===== config.mk =====
export PLATFORM = sky130hd
export DESIGN_NAME = alu_op_issuer
export DESIGN_NICKNAME = d
export VERILOG_FILES = /design/src/rtl/alu_op_issuer.sv
export SDC_FILE = /design/constraint.sdc
export NUM_CORES = 1
export LEC_CHECK = 0
export ABC_AREA = 1
export ABC_CLOCK_PERIOD_IN_PS = 2300
export CORE_MARGIN = 2
export CORE_UTILIZATION = 47
export CTS_BUF_LIST = sky130_fd_sc_hd__clkbuf_4
export CTS_CLUSTER_SIZE = 28
export DETAILED_ROUTE_END_ITERATION = 6
export PLACE_DENSITY = 0.88
export SYNTH_ARGS = -nofsm -noshare
export SYNTH_HDL_FRONTEND = slang
export SYNTH_SLANG_ARGS = --single-unit

===== constraint.sdc =====
create_clock -name clk -period 2.3 [get_ports clk]
set_input_delay 0.46 -clock clk [delete_from_list [all_inputs] [get_ports clk]]
set_output_delay 0.46 -clock clk [all_outputs]
set_load 0.05 [all_outputs]

===== src/rtl/alu_op_issuer.sv =====
// Issues one command at a time to a combinational ALU and returns the result on a valid/ready channel.
// Latency: accept at edge N gives rsp_valid from edge N+ALU_LAT. req_ready is low from accept until the response is consumed.
// ALU_ISSUER_FLAGS_EN adds the registered outputs rsp_zero and rsp_neg.
module alu_op_issuer #(
  parameter int WIDTH   = 32,
  parameter int ALU_LAT = 1,
  parameter int CNT_W   = 16
) (
  input  logic             clk,
  input  logic             rst_n,
  input  logic             req_valid,
  output logic             req_ready,
  input  logic [2:0]       req_op,
  input  logic [WIDTH-1:0] req_a,
  input  logic [WIDTH-1:0] req_b,
  output logic             rsp_valid,
  input  logic             rsp_ready,
  output logic [WIDTH-1:0] rsp_y,
  output logic [2:0]       rsp_op,
  output logic [2:0]       alu_op_code,
  output logic [WIDTH-1:0] alu_a,
  output logic [WIDTH-1:0] alu_b,
  input  logic [WIDTH-1:0] alu_y,
`ifdef ALU_ISSUER_FLAGS_EN
  output logic             rsp_zero,
  output logic             rsp_neg,
`endif
  output logic [CNT_W-1:0] op_count
);

  typedef enum logic [1:0] {IDLE, ISSUE, RESP} state_e;

  localparam logic [3:0] LAT_M1 = 4'(ALU_LAT - 1);

  state_e           state_q, state_d;
  logic [3:0]       wait_q, wait_d;
  logic [2:0]       alu_op_q, alu_op_d;
  logic [WIDTH-1:0] alu_a_q, alu_a_d;
  logic [WIDTH-1:0] alu_b_q, alu_b_d;
  logic [WIDTH-1:0] rsp_y_q, rsp_y_d;
  logic [2:0]       rsp_op_q, rsp_op_d;
  logic [CNT_W-1:0] op_count_q, op_count_d;
`ifdef ALU_ISSUER_FLAGS_EN
  logic             zero_q, zero_d;
  logic             neg_q, neg_d;
`endif

  always_ff @(posedge clk or negedge rst_n) begin
    if (!rst_n) begin
      state_q    <= IDLE;
      wait_q     <= '0;
      alu_op_q   <= '0;
      alu_a_q    <= '0;
      alu_b_q    <= '0;
      rsp_y_q    <= '0;
      rsp_op_q   <= '0;
      op_count_q <= '0;
`ifdef ALU_ISSUER_FLAGS_EN
      zero_q     <= 1'b0;
      neg_q      <= 1'b0;
`endif
    end else begin
      state_q    <= state_d;
      wait_q     <= wait_d;
      alu_op_q   <= alu_op_d;
      alu_a_q    <= alu_a_d;
      alu_b_q    <= alu_b_d;
      rsp_y_q    <= rsp_y_d;
      rsp_op_q   <= rsp_op_d;
      op_count_q <= op_count_d;
`ifdef ALU_ISSUER_FLAGS_EN
      zero_q     <= zero_d;
      neg_q      <= neg_d;
`endif
    end
  end

  always_comb begin
    state_d    = state_q;
    wait_d     = wait_q;
    alu_op_d   = alu_op_q;
    alu_a_d    = alu_a_q;
    alu_b_d    = alu_b_q;
    rsp_y_d    = rsp_y_q;
    rsp_op_d   = rsp_op_q;
    op_count_d = op_count_q;
`ifdef ALU_ISSUER_FLAGS_EN
    zero_d     = zero_q;
    neg_d      = neg_q;
`endif
    case (state_q)
      IDLE: begin
        if (req_valid) begin
          alu_op_d = req_op;
          alu_a_d  = req_a;
          alu_b_d  = req_b;
          wait_d   = LAT_M1;
          state_d  = ISSUE;
        end
      end
      ISSUE: begin
        // alu_* stay registered, so the ALU inputs are stable for the whole wait
        if (wait_q == 4'd0) begin
          rsp_y_d  = alu_y;
          rsp_op_d = alu_op_q;
`ifdef ALU_ISSUER_FLAGS_EN
          zero_d   = (alu_y == '0);
          neg_d    = alu_y[WIDTH-1];
`endif
          state_d  = RESP;
        end else begin
          wait_d = wait_q - 4'd1;
        end
      end
      RESP: begin
        if (rsp_ready) begin
          op_count_d = op_count_q + CNT_W'(1);
          state_d    = IDLE;
        end
      end
      default: state_d = IDLE;
    endcase
  end

  assign req_ready   = (state_q == IDLE);
  assign rsp_valid   = (state_q == RESP);
  assign rsp_y       = rsp_y_q;
  assign rsp_op      = rsp_op_q;
  assign alu_op_code = alu_op_q;
  assign alu_a       = alu_a_q;
  assign alu_b       = alu_b_q;
  assign op_count    = op_count_q;
`ifdef ALU_ISSUER_FLAGS_EN
  assign rsp_zero    = zero_q;
  assign rsp_neg     = neg_q;
`endif

endmodule


# After elaboration in Yosys (flattened, before gate mapping)

Cells that the tools add are included.

Register bits: 124
Output and inout bits: 120
Word-level logic and storage cells: 31

$add $sub $neg: 2
Eq/ne operators: 6
Muxes and demuxes: 7
Reductions and logical operators: 8

Operator list:

| cell                  | number |
|---|---|
| $add 16x1->16 const B | 1 |
| $mux 4                | 2 |
| $pmux 4 s2            | 1 |
| $mux 2                | 3 |
| $ne 2x2->1 const B    | 3 |
| $pmux 2 s3            | 1 |
| $reduce_and 2->1      | 3 |
| $reduce_and 3->1      | 2 |
| $logic_not 4->1       | 1 |
| $sub 4x1->4 const B   | 1 |
| $eq 2x1->1 const B    | 1 |
| $eq 2x2->1 const B    | 1 |
| $logic_not 2->1       | 1 |
| $ne 2x1->1 const B    | 1 |
| $reduce_bool 2->1     | 1 |

# Logic depth before layout (Yosys ltp)

Gate-level depths: netlist (run 1).

Word-level depth: 3
Depth in mapped cells: 8

# Least setup slack after synthesis (run 1)

No wires, ideal clock.

Path type: register -> register
Start point: register state_q[1]
End point: register alu_a_q[0] (netlist: alu_a[0])
Arrival: 1.619 ns
Data required time: 2.175 ns
Setup slack: 0.556 ns
Cell stages (with the launch flop): 6
Period minus slack after synthesis: 1.744 ns
Cell sequence: dfrtp_1 > nor2_2 > nand2_1 > buf_6 > buf_6 > mux2_4

Cells in the longest elaborated chain, start to end: 2

RTL lines:

| what                              | RTL line | source |
|---|---|---|
| start: declaration                | 35       | `state_e state_q, state_d;` |
| start signal: assignment          | 63       | `state_q <= state_d;` |
| $logic_not 2->1                   | --       |  |
| net req_ready                     | 12       | `output logic req_ready,` |
| $reduce_and 2->1 (no source line) | --       |  |
| end signal: assignment            | 66       | `alu_a_q <= alu_a_d;` |
| end: declaration                  | 38       | `logic [WIDTH-1:0] alu_a_q, alu_a_d;` |

The timed path passes the listed nets, and every way through them passes these cells.
A chain may end at the register's enable or synchronous reset.

# Worst setup path in the final report (run 1)

Start point: register alu_b_q[6] (netlist: alu_b[6])
End point: output port alu_b[6]

RTL lines:

| what                     | RTL line | source |
|---|---|---|
| start: declaration       | 39       | `logic [WIDTH-1:0] alu_b_q, alu_b_d;` |
| start signal: assignment | 67       | `alu_b_q <= alu_b_d;` |
| end: declaration         | 22       | `output logic [WIDTH-1:0] alu_b,` |

No word-level cell between the ends.

==> results.tsv, run 1 <==
metric	value	unit
DRT iter0 DRCs	248	
Cell Area, Placed	7557	um^2
clock tree from TritonCTS	built	
post-detailed-route wirelength per cell	16.19	um
sequential cell area fraction in the yosys report	59.76	%
number of remaining DRC errors	0	
antenna-violating nets left	0	
number of buffer cells added on primary ports	222	
vias after detailed routing	3902	
Routed WL	13210	um
die footprint	11910	um^2
maximum clock skew at final layout	0.01821	ns
Congestion Overflow GR	0	
largest area contributor in the synthesized netlist	sky130_fd_sc_hd__dfrtp_1	
post-layout instance area	7909	um^2
number of antenna violations at the first check in global routing	0	
Worst Path Class, Setup	reg2out	
Top Family by Delay on Critical Path	buffers and inverters	
clock buffer depth	2	
top-area cell type share of the netlist area	59.76	%
root buffer cell	sky130_fd_sc_hd__clkbuf_4	
final hold slack	0.003172	ns
signed area change from the synthesized netlist to the final layout	52.31	%
detailed-routing iteration count for the pre-antenna-repair pass	4	
final RePlAce weighted congestion	0.8979	
final-report hold violation count	0	
count of unique library cells instantiated by Yosys	24	
Arrival @ worst endpoint	1.74	ns
Tmin final	2.198	ns
pin count of the biggest net entering global routing	125	
measured slew at the worst slew-check pin	0.6800	ns
Clock transition at path regs	0.10	ns
count of placed standard cells in the final layout, fillers left out	816	
power share of the sequential group	28.5	%
number of endpoints failing setup at the final stage	0	
total number of H-tree levels	4	
list of most frequent post-synthesis cells	sky130_fd_sc_hd__dfrtp_1 (124), sky130_fd_sc_hd__nand2_1 (75), sky130_fd_sc_hd__inv_1 (51)	
Skew-Pair Late Insertion Delay	0.53	ns
overall die height	109.1	um
Post-synth ARST share	100.0	%
number of clock buffers inserted by TritonCTS	17	
Relative slew margins	54.66	%
setup repair after global routing missed its margin	no	
internal power	6.969	mW
vias per inst	4.782	
DIE WIDTH	109.1	um
depth of the worst register-to-register path	6	
total buffers and inverters traversed by the critical path	1	
startpoint type of the worst setup path	flop	
reg-to-reg startpoint	wait_q[0]$_DFFE_PN0P_	
HPWL Detailed	9442	um
share of total power in the clock network	13.3	%
crit path max-delay cell type	sky130_fd_sc_hd__clkdlybuf4s50_1	
sinks on the clock net	124	
peak supply drop	1.196	mV
initial standard-cell utilization of the core	48.11	%
cell with the most instances after synthesis	sky130_fd_sc_hd__dfrtp_1	
number of nets in the layout	769	
worst reg2reg path endpoint	rsp_y[1]$_DFFE_PN0P_	
Max Fanout on Critical Path	2	
run status	complete, no violations	
total I/O pin count	223	
power per cell area	1665	nW/um^2
class of the most critical hold timing path	in2async	
FF-to-FF setup slack	0.56	ns
top flip-flop cell by instance count after synthesis	sky130_fd_sc_hd__dfrtp_1	
count of max-cap constraint violations	0	
Placement Rows	38	
antenna diode count	0	
gate count after technology mapping	433	
launching element of the worst setup path	alu_b[6]$_DFFE_PN0P_	
net switching power figure	6.197	mW
GRT Util Overall	22.58	%
number of placed cells counting well taps	784	
post-synthesis cell area	5192	um^2
data required time of the worst path	1.84	ns
ratio of cells with drive above 1 in the final layout	15.38	%
critical path cell sequence	clkdlybuf4s50_1	
static leakage power	3.891	nW
synthesized area divided by synthesized cell count	11.99	um^2
global-route wire length before repair	20130	um
number of register bits inferred by synthesis	124	
nets in the synthesized netlist	539	
final count of pins violating max slew	0	
core region area	10790	um^2
final critical-path share of the clock period	95.58	%
share of total power in combinational logic	58.2	%
largest stage delay on the critical path	0.82	ns
kind of capture point of the worst setup path	output pin	
FMAX	0.4549	GHz
setup_tns	0	ns
cells taking the most area after synthesis	sky130_fd_sc_hd__dfrtp_1 (60%), sky130_fd_sc_hd__mux2_4 (14%), sky130_fd_sc_hd__nand2_1 (5.4%), sky130_fd_sc_hd__inv_1 (3.7%), sky130_fd_sc_hd__o21ai_1 (3.5%)	
number of enable flip-flop cells after synthesis	0	
number of synthesis warnings	0	
number of global-route vias before repair	4039	
switching power as a share of total power	47.07	%
-- registers in the layout, indices dropped and copies added, names as in the netlist --
| register | flops |
|---|---|
| rsp_op | 3 |
| wait_q | 4 |
| alu_b | 32 |
| op_count | 16 |
| rsp_y | 32 |
| state_q | 2 |
| alu_a | 32 |
| alu_op_code | 3 |
-- kinds of logic after synthesis --
group           Yosys count  share of synthesized area [%]
mux                      64                          17.49
xor+xnor                 10                          1.687
simple gates            125                          10.48
flops                   124                          59.76
fa+ha+maj                 3                         0.7230
buf+inv                  66                          5.904
compound gates           41                          3.952
-- area by class of cell --
class | count | area (um^2)
fillers | 737 | 2884
multi-input cells | 243 | 1790
flip-flops and latches | 124 | 3103
repair buffers | 226 | 2318
clock buffers | 17 | 127.6
inverters | 51 | 191.4
well taps | 140 | 175.2
clock inverters | 15 | 202.7
-- timing repair --
action                                  CTS  global route
setup buffers                             0             0
gates cloned                              0             0
pin swaps                                 0             0
endpoints found under the setup margin    8            13
hold buffers                              0             0
resized for setup                         8            13
-- cell usage in the layout, fill, tap and decap left out, drive strengths merged --
cell	count
ha	3
nand3b	1
buf	6
clkdlybuf4s15	1
nand4	5
o21ai	38
nand2	76
clkinvlp	1
mux2	64
nand3	15
xnor2	7
nor3	3
dlymetal6s2s	12
dlygate4sd2	7
dfrtp	124
nor3b	1
xor2	3
clkinv	9
a21oi	3
bufinv	5
clkbuf	17
nor2	24
clkdlybuf4s50	200
inv	51
-- layer usage --
| metal | track usage, % | vias up | part of all wire, % |
|---|---|---|---|
| met2 | 37.67 | 163 | 50 |
| met3 | 10.16 | 18 | 9.7 |
| met5 | 0 | - | 0 |
| met4 | 7.875 | 0 | 1.6 |
| li1 | - | 1862 | - |
| met1 | 25.68 | 1859 | 39 |
-- power groups by stage --
stage	clock network, mW	registers [mW]	logic (mW)
6_report	1.74	3.76	7.67
5_1_grt	1.89	3.87	8.02
4_1_cts	1.79	3.76	7.73
3_5_place_dp	0	3.80	7.71
3_3_place_gp	0	3.74	7.54
2_1_floorplan	0	6.98	1.92
-- per-stage QoR --
step / worst slack, ns / util (%) / power (mW)
floorplan: 0.5558 / - / 8.900
global placement: 0.3947 / 70.02 / 11.28
detailed placement: 0.3510 / 70.02 / 11.51
CTS: 0.006698 / 72.99 / 13.29
global route: 0.002462 / 73.28 / 13.78
finish: 0.1016 / 73.28 / 13.17
-- worst max path at each step --
| stage | endpoint | slack (ns) | depth (start not counted) |
|---|---|---|---|
| 4_1_cts | op_count[13] | 0.007 | 1 |
| 5_1_grt | alu_b[6] | 0.002 | 1 |
| 2_1_floorplan | alu_a[0]$_DFFE_PN0P_ | 0.56 | 5 |
| 3_3_place_gp | alu_a[7]$_DFFE_PN0P_ | 0.39 | 4 |
| 6_report | alu_b[6] | 0.10 | 1 |
| 3_5_place_dp | alu_a[8]$_DFFE_PN0P_ | 0.35 | 4 |
No activity file was read; power rests on OpenSTA's default activity.
==> run 2, diff against run 1 <==
--- a/config.mk
+++ b/config.mk
@@ -6,13 +6,13 @@
 export NUM_CORES = 1
 export LEC_CHECK = 0
 export ABC_AREA = 1
-export ABC_CLOCK_PERIOD_IN_PS = 2300
+export ABC_CLOCK_PERIOD_IN_PS = 2100
 export CORE_MARGIN = 2
-export CORE_UTILIZATION = 47
+export CORE_UTILIZATION = 44
 export CTS_BUF_LIST = sky130_fd_sc_hd__clkbuf_4
 export CTS_CLUSTER_SIZE = 28
 export DETAILED_ROUTE_END_ITERATION = 6
-export PLACE_DENSITY = 0.88
+export PLACE_DENSITY = 0.83
 export SYNTH_ARGS = -nofsm -noshare
 export SYNTH_HDL_FRONTEND = slang
 export SYNTH_SLANG_ARGS = --single-unit
==> constraint.sdc (replaced) <==
create_clock -name clk -period 2.1 [get_ports clk]
set_input_delay 0.42 -clock clk [delete_from_list [all_inputs] [get_ports clk]]
set_output_delay 0.42 -clock clk [all_outputs]
set_load 0.05 [all_outputs]
==> results.tsv, run 2 (synthesized netlist as in run 1, its figures left out) <==
metric	value	unit
number of remaining DRC errors	0	
overall die height	112.6	um
reg-to-reg startpoint	state_q[1]$_DFFE_PN0P_	
power per cell area	1737	nW/um^2
Routed WL	12430	um
final worst-path setup slack	0.1515	ns
number of endpoints failing setup at the final stage	0	
Relative slew margins	49.86	%
GRT Util Overall	20.54	%
root buffer cell	sky130_fd_sc_hd__clkbuf_4	
antenna-violating nets left	0	
commonest non-fill, non-tap cell in the layout	sky130_fd_sc_hd__dfrtp_1	
Cell Area, Placed	7574	um^2
worst reg2reg path endpoint	alu_b[26]$_DFFE_PN0P_	
run status	complete, no violations	
initial standard-cell utilization of the core	45.28	%
Clock transition at path regs	0.11	ns
global-route wire length before repair	20480	um
count of placed standard cells in the final layout, fillers left out	823	
clock tree from TritonCTS	built	
core region area	11470	um^2
Placement Rows	39	
Congestion Overflow GR	0	
count of max-cap constraint violations	0	
FMAX	0.5132	GHz
pin count of the biggest net entering global routing	125	
met1 wire length	5223	um
utilization after layout	67.30	%
post-layout instance area	7717	um^2
Tmin final	1.949	ns
number of clock buffers inserted by TritonCTS	17	
Worst setup endpoint	op_count[5]	
final critical-path share of the clock period	92.79	%
data required time of the worst path	1.68	ns
measured slew at the worst slew-check pin	0.7521	ns
number of placed cells counting well taps	790	
final hold slack	0.4566	ns
number of global-route vias before repair	4115	
number of buffer cells added on primary ports	222	
top layer in use	met4	
largest stage delay on the critical path	0.57	ns
total number of H-tree levels	4	
post-detailed-route wirelength per cell	15.11	um
setup repair after global routing missed its margin	no	
post-layout total power	13.40	mW
launching element of the worst setup path	op_count[5]$_DFFE_PN0P_	
sinks on the clock net	124	
final count of pins violating max slew	0	
detailed-routing iteration count for the pre-antenna-repair pass	6	
antenna diode count	0	
amount of wire on met3 after detailed routing	1071	um
final-report hold violation count	0	
class of the most critical hold timing path	in2reg	
vias per inst	4.829	
crit path max-delay cell type	sky130_fd_sc_hd__dlygate4sd2_1	
count of filler cells inserted in the layout	912	
total I/O pin count	223	
DIE WIDTH	112.6	um
setup_tns	0	ns
number of antenna violations at the first check in global routing	0	
ratio of cells with drive above 1 in the final layout	16.32	%
FF-to-FF setup slack	0.56	ns
Arrival @ worst endpoint	1.53	ns
Post-Place Worst Slack	0.2175	ns
static leakage power	3.921	nW
startpoint type of the worst setup path	flop	
most frequent cells in the layout	sky130_fd_sc_hd__dfrtp_1 (124), sky130_fd_sc_hd__dlygate4sd2_1 (115), sky130_fd_sc_hd__clkdlybuf4s50_1 (101), sky130_fd_sc_hd__nand2_1 (74), sky130_fd_sc_hd__inv_1 (51)	
total buffers and inverters traversed by the critical path	1	
number of stages on the worst setup path	1	
DRT iter0 DRCs	277	
Skew-Pair Late Insertion Delay	0.50	ns
vias after detailed routing	3974	
Worst Path Class, Setup	reg2out	
Max Fanout on Critical Path	5	
signed area change from the synthesized netlist to the final layout	48.63	%
number of nets in the layout	773	
kind of capture point of the worst setup path	output pin	
HPWL Detailed	9183	um
depth of the worst register-to-register path	4	
critical path cell sequence	dlygate4sd2_1	
maximum clock skew at final layout	0.01280	ns
met2 wire len	5994	um
peak supply drop	1.443	mV
Top Family by Delay on Critical Path	buffers and inverters	
die footprint	12690	um^2
final RePlAce weighted congestion	0.8867	
clock buffer depth	2	
-- run 2: cell count changes in the layout (fill, tap and decap cells not counted), sizes merged --
cell	change
dlygate4sd2	+108
clkdlybuf4s50	-99
dlymetal6s2s	-12
buf	+7
clkbuf	+3
bufinv	-2
clkdlybuf4s15	-1
clkinvlp	-1
dlygate4sd3	+1
-- run 2: final cells by class --
type	count	area (um^2)	share of cell area, %
Sequential cell	124	3103	40.21
Timing Repair Buffer	230	2176	28.19
Tap cell	143	178.9	2.318
Inverter	51	191.4	2.481
Clock inverter	12	127.6	1.654
Clock buffer	20	150.1	1.946
Multi-Input combinational cell	243	1790	23.20
-- run 2: timing repair --
item                                   CTS  global route
resized for setup                      115             0
hold buffers                             1             0
setup buffers                            0             0
endpoints found under the hold margin   53             0
setup endpoints to repair              115             0
-- run 2: per-layer routing --
metal | track usage, % | vias up
met3 | 7.883 | 16
li1 | - | 1886
met2 | 33.45 | 165
met4 | 6.179 | 0
met1 | 25.55 | 1907
met5 | 0 | -
-- run 2: tightest hold or removal path, cell delays in order --
cell	delay, ns
sky130_fd_sc_hd__clkdlybuf4s50_1	0.40
sky130_fd_sc_hd__inv_1	0.05
sky130_fd_sc_hd__o21ai_1	0.06
-- run 2: how the worst min path moves through the flow --
stage,start,end,slack (ns),depth (start not counted)
finish,alu_y[5],rsp_y[5]$_DFFE_PN0P_,0.46,3
detailed placement,rsp_y[14]$_DFFE_PN0P_,rsp_y[14]$_DFFE_PN0P_,0.48,2
global route,alu_y[30],rsp_y[30]$_DFFE_PN0P_,0.41,3
CTS,alu_y[5],rsp_y[5]$_DFFE_PN0P_,0.39,3
global placement,rsp_y[24]$_DFFE_PN0P_,rsp_y[24]$_DFFE_PN0P_,0.47,2
floorplan,rst_n,alu_a[0]$_DFFE_PN0P_,0.12,0
-- run 2: where the power goes --
| part | switching (mW) | leakage (nW) | internal, mW |
|---|---|---|---|
| Sequential | 0.606 | 1.50 | 3.46 |
| Clock | 0.813 | 0.156 | 0.837 |
| Combinational | 5.23 | 2.27 | 2.47 |
| Total | 6.64 | 3.92 | 6.76 |
==> run 3, diff against run 2 <==
--- a/config.mk
+++ b/config.mk
@@ -12,7 +12,7 @@
 export CTS_BUF_LIST = sky130_fd_sc_hd__clkbuf_4
 export CTS_CLUSTER_SIZE = 28
 export DETAILED_ROUTE_END_ITERATION = 6
-export PLACE_DENSITY = 0.83
+export PLACE_DENSITY = 0.9
 export SYNTH_ARGS = -nofsm -noshare
 export SYNTH_HDL_FRONTEND = slang
 export SYNTH_SLANG_ARGS = --single-unit
==> results.tsv, run 3 (synthesized netlist as in run 1, its figures left out) <==
metric	value	unit
final count of pins violating max slew	0	
terminating pin of the worst hold path	rsp_y[18]$_DFFE_PN0P_	
most frequent cells in the layout	sky130_fd_sc_hd__dfrtp_1 (124), sky130_fd_sc_hd__dlygate4sd2_1 (116), sky130_fd_sc_hd__clkdlybuf4s50_1 (101), sky130_fd_sc_hd__nand2_1 (74), sky130_fd_sc_hd__inv_1 (51)	
clock tree from TritonCTS	built	
number of antenna violations at the first check in global routing	0	
power per cell area	1759	nW/um^2
post-layout total power	13.60	mW
utilization after layout	67.42	%
Max Fanout on Critical Path	5	
FMAX	0.5092	GHz
number of stages on the worst setup path	1	
number of clock buffers inserted by TritonCTS	17	
number of endpoints failing setup at the final stage	0	
Top Family by Delay on Critical Path	buffers and inverters	
class of the most critical hold timing path	in2reg	
Placement Rows	39	
total number of H-tree levels	4	
final-report hold violation count	0	
HPWL Detailed	9750	um
number of buffer cells added on primary ports	222	
vias after detailed routing	3944	
setup_tns	0	ns
Routed WL	13190	um
final critical-path share of the clock period	93.52	%
DIE WIDTH	112.6	um
clock buffer depth	2	
commonest non-fill, non-tap cell in the layout	sky130_fd_sc_hd__dfrtp_1	
FF-to-FF setup slack	0.57	ns
setup bufs post-CTS	0	
data required time of the worst path	1.68	ns
core region area	11470	um^2
maximum clock skew at final layout	0.009380	ns
worst reg2reg path endpoint	rsp_y[19]$_DFFE_PN0P_	
root buffer cell	sky130_fd_sc_hd__clkbuf_4	
sinks on the clock net	124	
Cell Area, Placed	7561	um^2
ratio of cells with drive above 1 in the final layout	16.40	%
Clock transition at path regs	0.10	ns
Min-Delay Startpoint	alu_y[18]	
run status	complete, no violations	
global-route wire length before repair	21290	um
total I/O pin count	223	
number of placed cells counting well taps	788	
static leakage power	3.931	nW
DRT iter0 DRCs	290	
number of global-route vias before repair	4202	
signed area change from the synthesized netlist to the final layout	48.89	%
GRT Util Overall	21.39	%
met3 global-route usage	7.289	%
detailed-routing iteration count for the pre-antenna-repair pass	5	
GR Util met1	24.73	%
kind of capture point of the worst setup path	output pin	
count of max-cap constraint violations	0	
post-layout instance area	7731	um^2
overall die height	112.6	um
number of nets in the layout	771	
worst hold stages	3	
Arrival @ worst endpoint	1.54	ns
Congestion Overflow GR	0	
Relative slew margins	55.40	%
Worst Path Class, Setup	reg2out	
Skew-Pair Late Insertion Delay	0.50	ns
vias per inst	4.810	
antenna diode count	0	
depth of the worst register-to-register path	6	
number of remaining DRC errors	0	
setup repair after global routing missed its margin	no	
reg-to-reg startpoint	wait_q[0]$_DFFE_PN0P_	
Tmin final	1.964	ns
startpoint type of the worst setup path	flop	
largest stage delay on the critical path	0.59	ns
met2 usage in global routing	37.49	%
most used routing layer in global routing	met2	
crit path max-delay cell type	sky130_fd_sc_hd__dlygate4sd2_1	
initial standard-cell utilization of the core	45.28	%
count of placed standard cells in the final layout, fillers left out	820	
pin count of the biggest net entering global routing	125	
peak supply drop	1.405	mV
measured slew at the worst slew-check pin	0.6690	ns
critical path cell sequence	dlygate4sd2_1	
antenna-violating nets left	0	
final RePlAce weighted congestion	0.8880	
total buffers and inverters traversed by the critical path	1	
die footprint	12690	um^2
post-detailed-route wirelength per cell	16.09	um
run 3: report_power, final:
part | internal [mW] | switching, mW | total (mW)
clock | 0.978 | 0.839 | 1.82
combinational | 2.45 | 5.24 | 7.69
sequential | 3.46 | 0.637 | 4.09
run 3: cell type report:
type | count | area, um^2
Timing Repair Buffer | 228 | 2162
Multi-Input combinational cell | 243 | 1790
Clock inverter | 10 | 147.6
Tap cell | 143 | 178.9
Clock buffer | 21 | 157.7
Sequential cell | 124 | 3103
Fill cell | 881 | 3736
Inverter | 51 | 191.4
run 3: metal layers:
layer | share of wire (%) | vias to the layer above
met1 | 39 | 1890
met5 | 0 | -
met2 | 52 | 164
li1 | - | 1873
met3 | 7.6 | 17
met4 | 1.3 | 0
run 3: timing repair:
| item | CTS | global route |
|---|---|---|
| hold buffers | 1 | 0 |
| setup endpoints to repair | 116 | 0 |
| hold endpoints to repair | 17 | 0 |
| resized for setup | 116 | 0 |
run 3: per-stage QoR:
step | setup slack (ns) | hold slack (ns)
2_1_floorplan | 0.3558 | 0.1244
3_3_place_gp | 0.2508 | 0.4731
3_5_place_dp | 0.2337 | 0.4795
4_1_cts | 0.09687 | 0.3984
5_1_grt | 0.04812 | 0.4048
6_report | 0.1360 | 0.4494
run 3: how the worst max path moves through the flow:
stage / slack [ns] / from / to
6_report: 0.14 / op_count[8]$_DFFE_PN0P_ / op_count[8]
5_1_grt: 0.05 / op_count[8]$_DFFE_PN0P_ / op_count[8]
4_1_cts: 0.1 / op_count[8]$_DFFE_PN0P_ / op_count[8]
3_5_place_dp: 0.23 / req_valid / alu_a[9]$_DFFE_PN0P_
3_3_place_gp: 0.25 / req_valid / alu_a[9]$_DFFE_PN0P_
2_1_floorplan: 0.36 / state_q[1]$_DFFE_PN0P_ / alu_a[0]$_DFFE_PN0P_
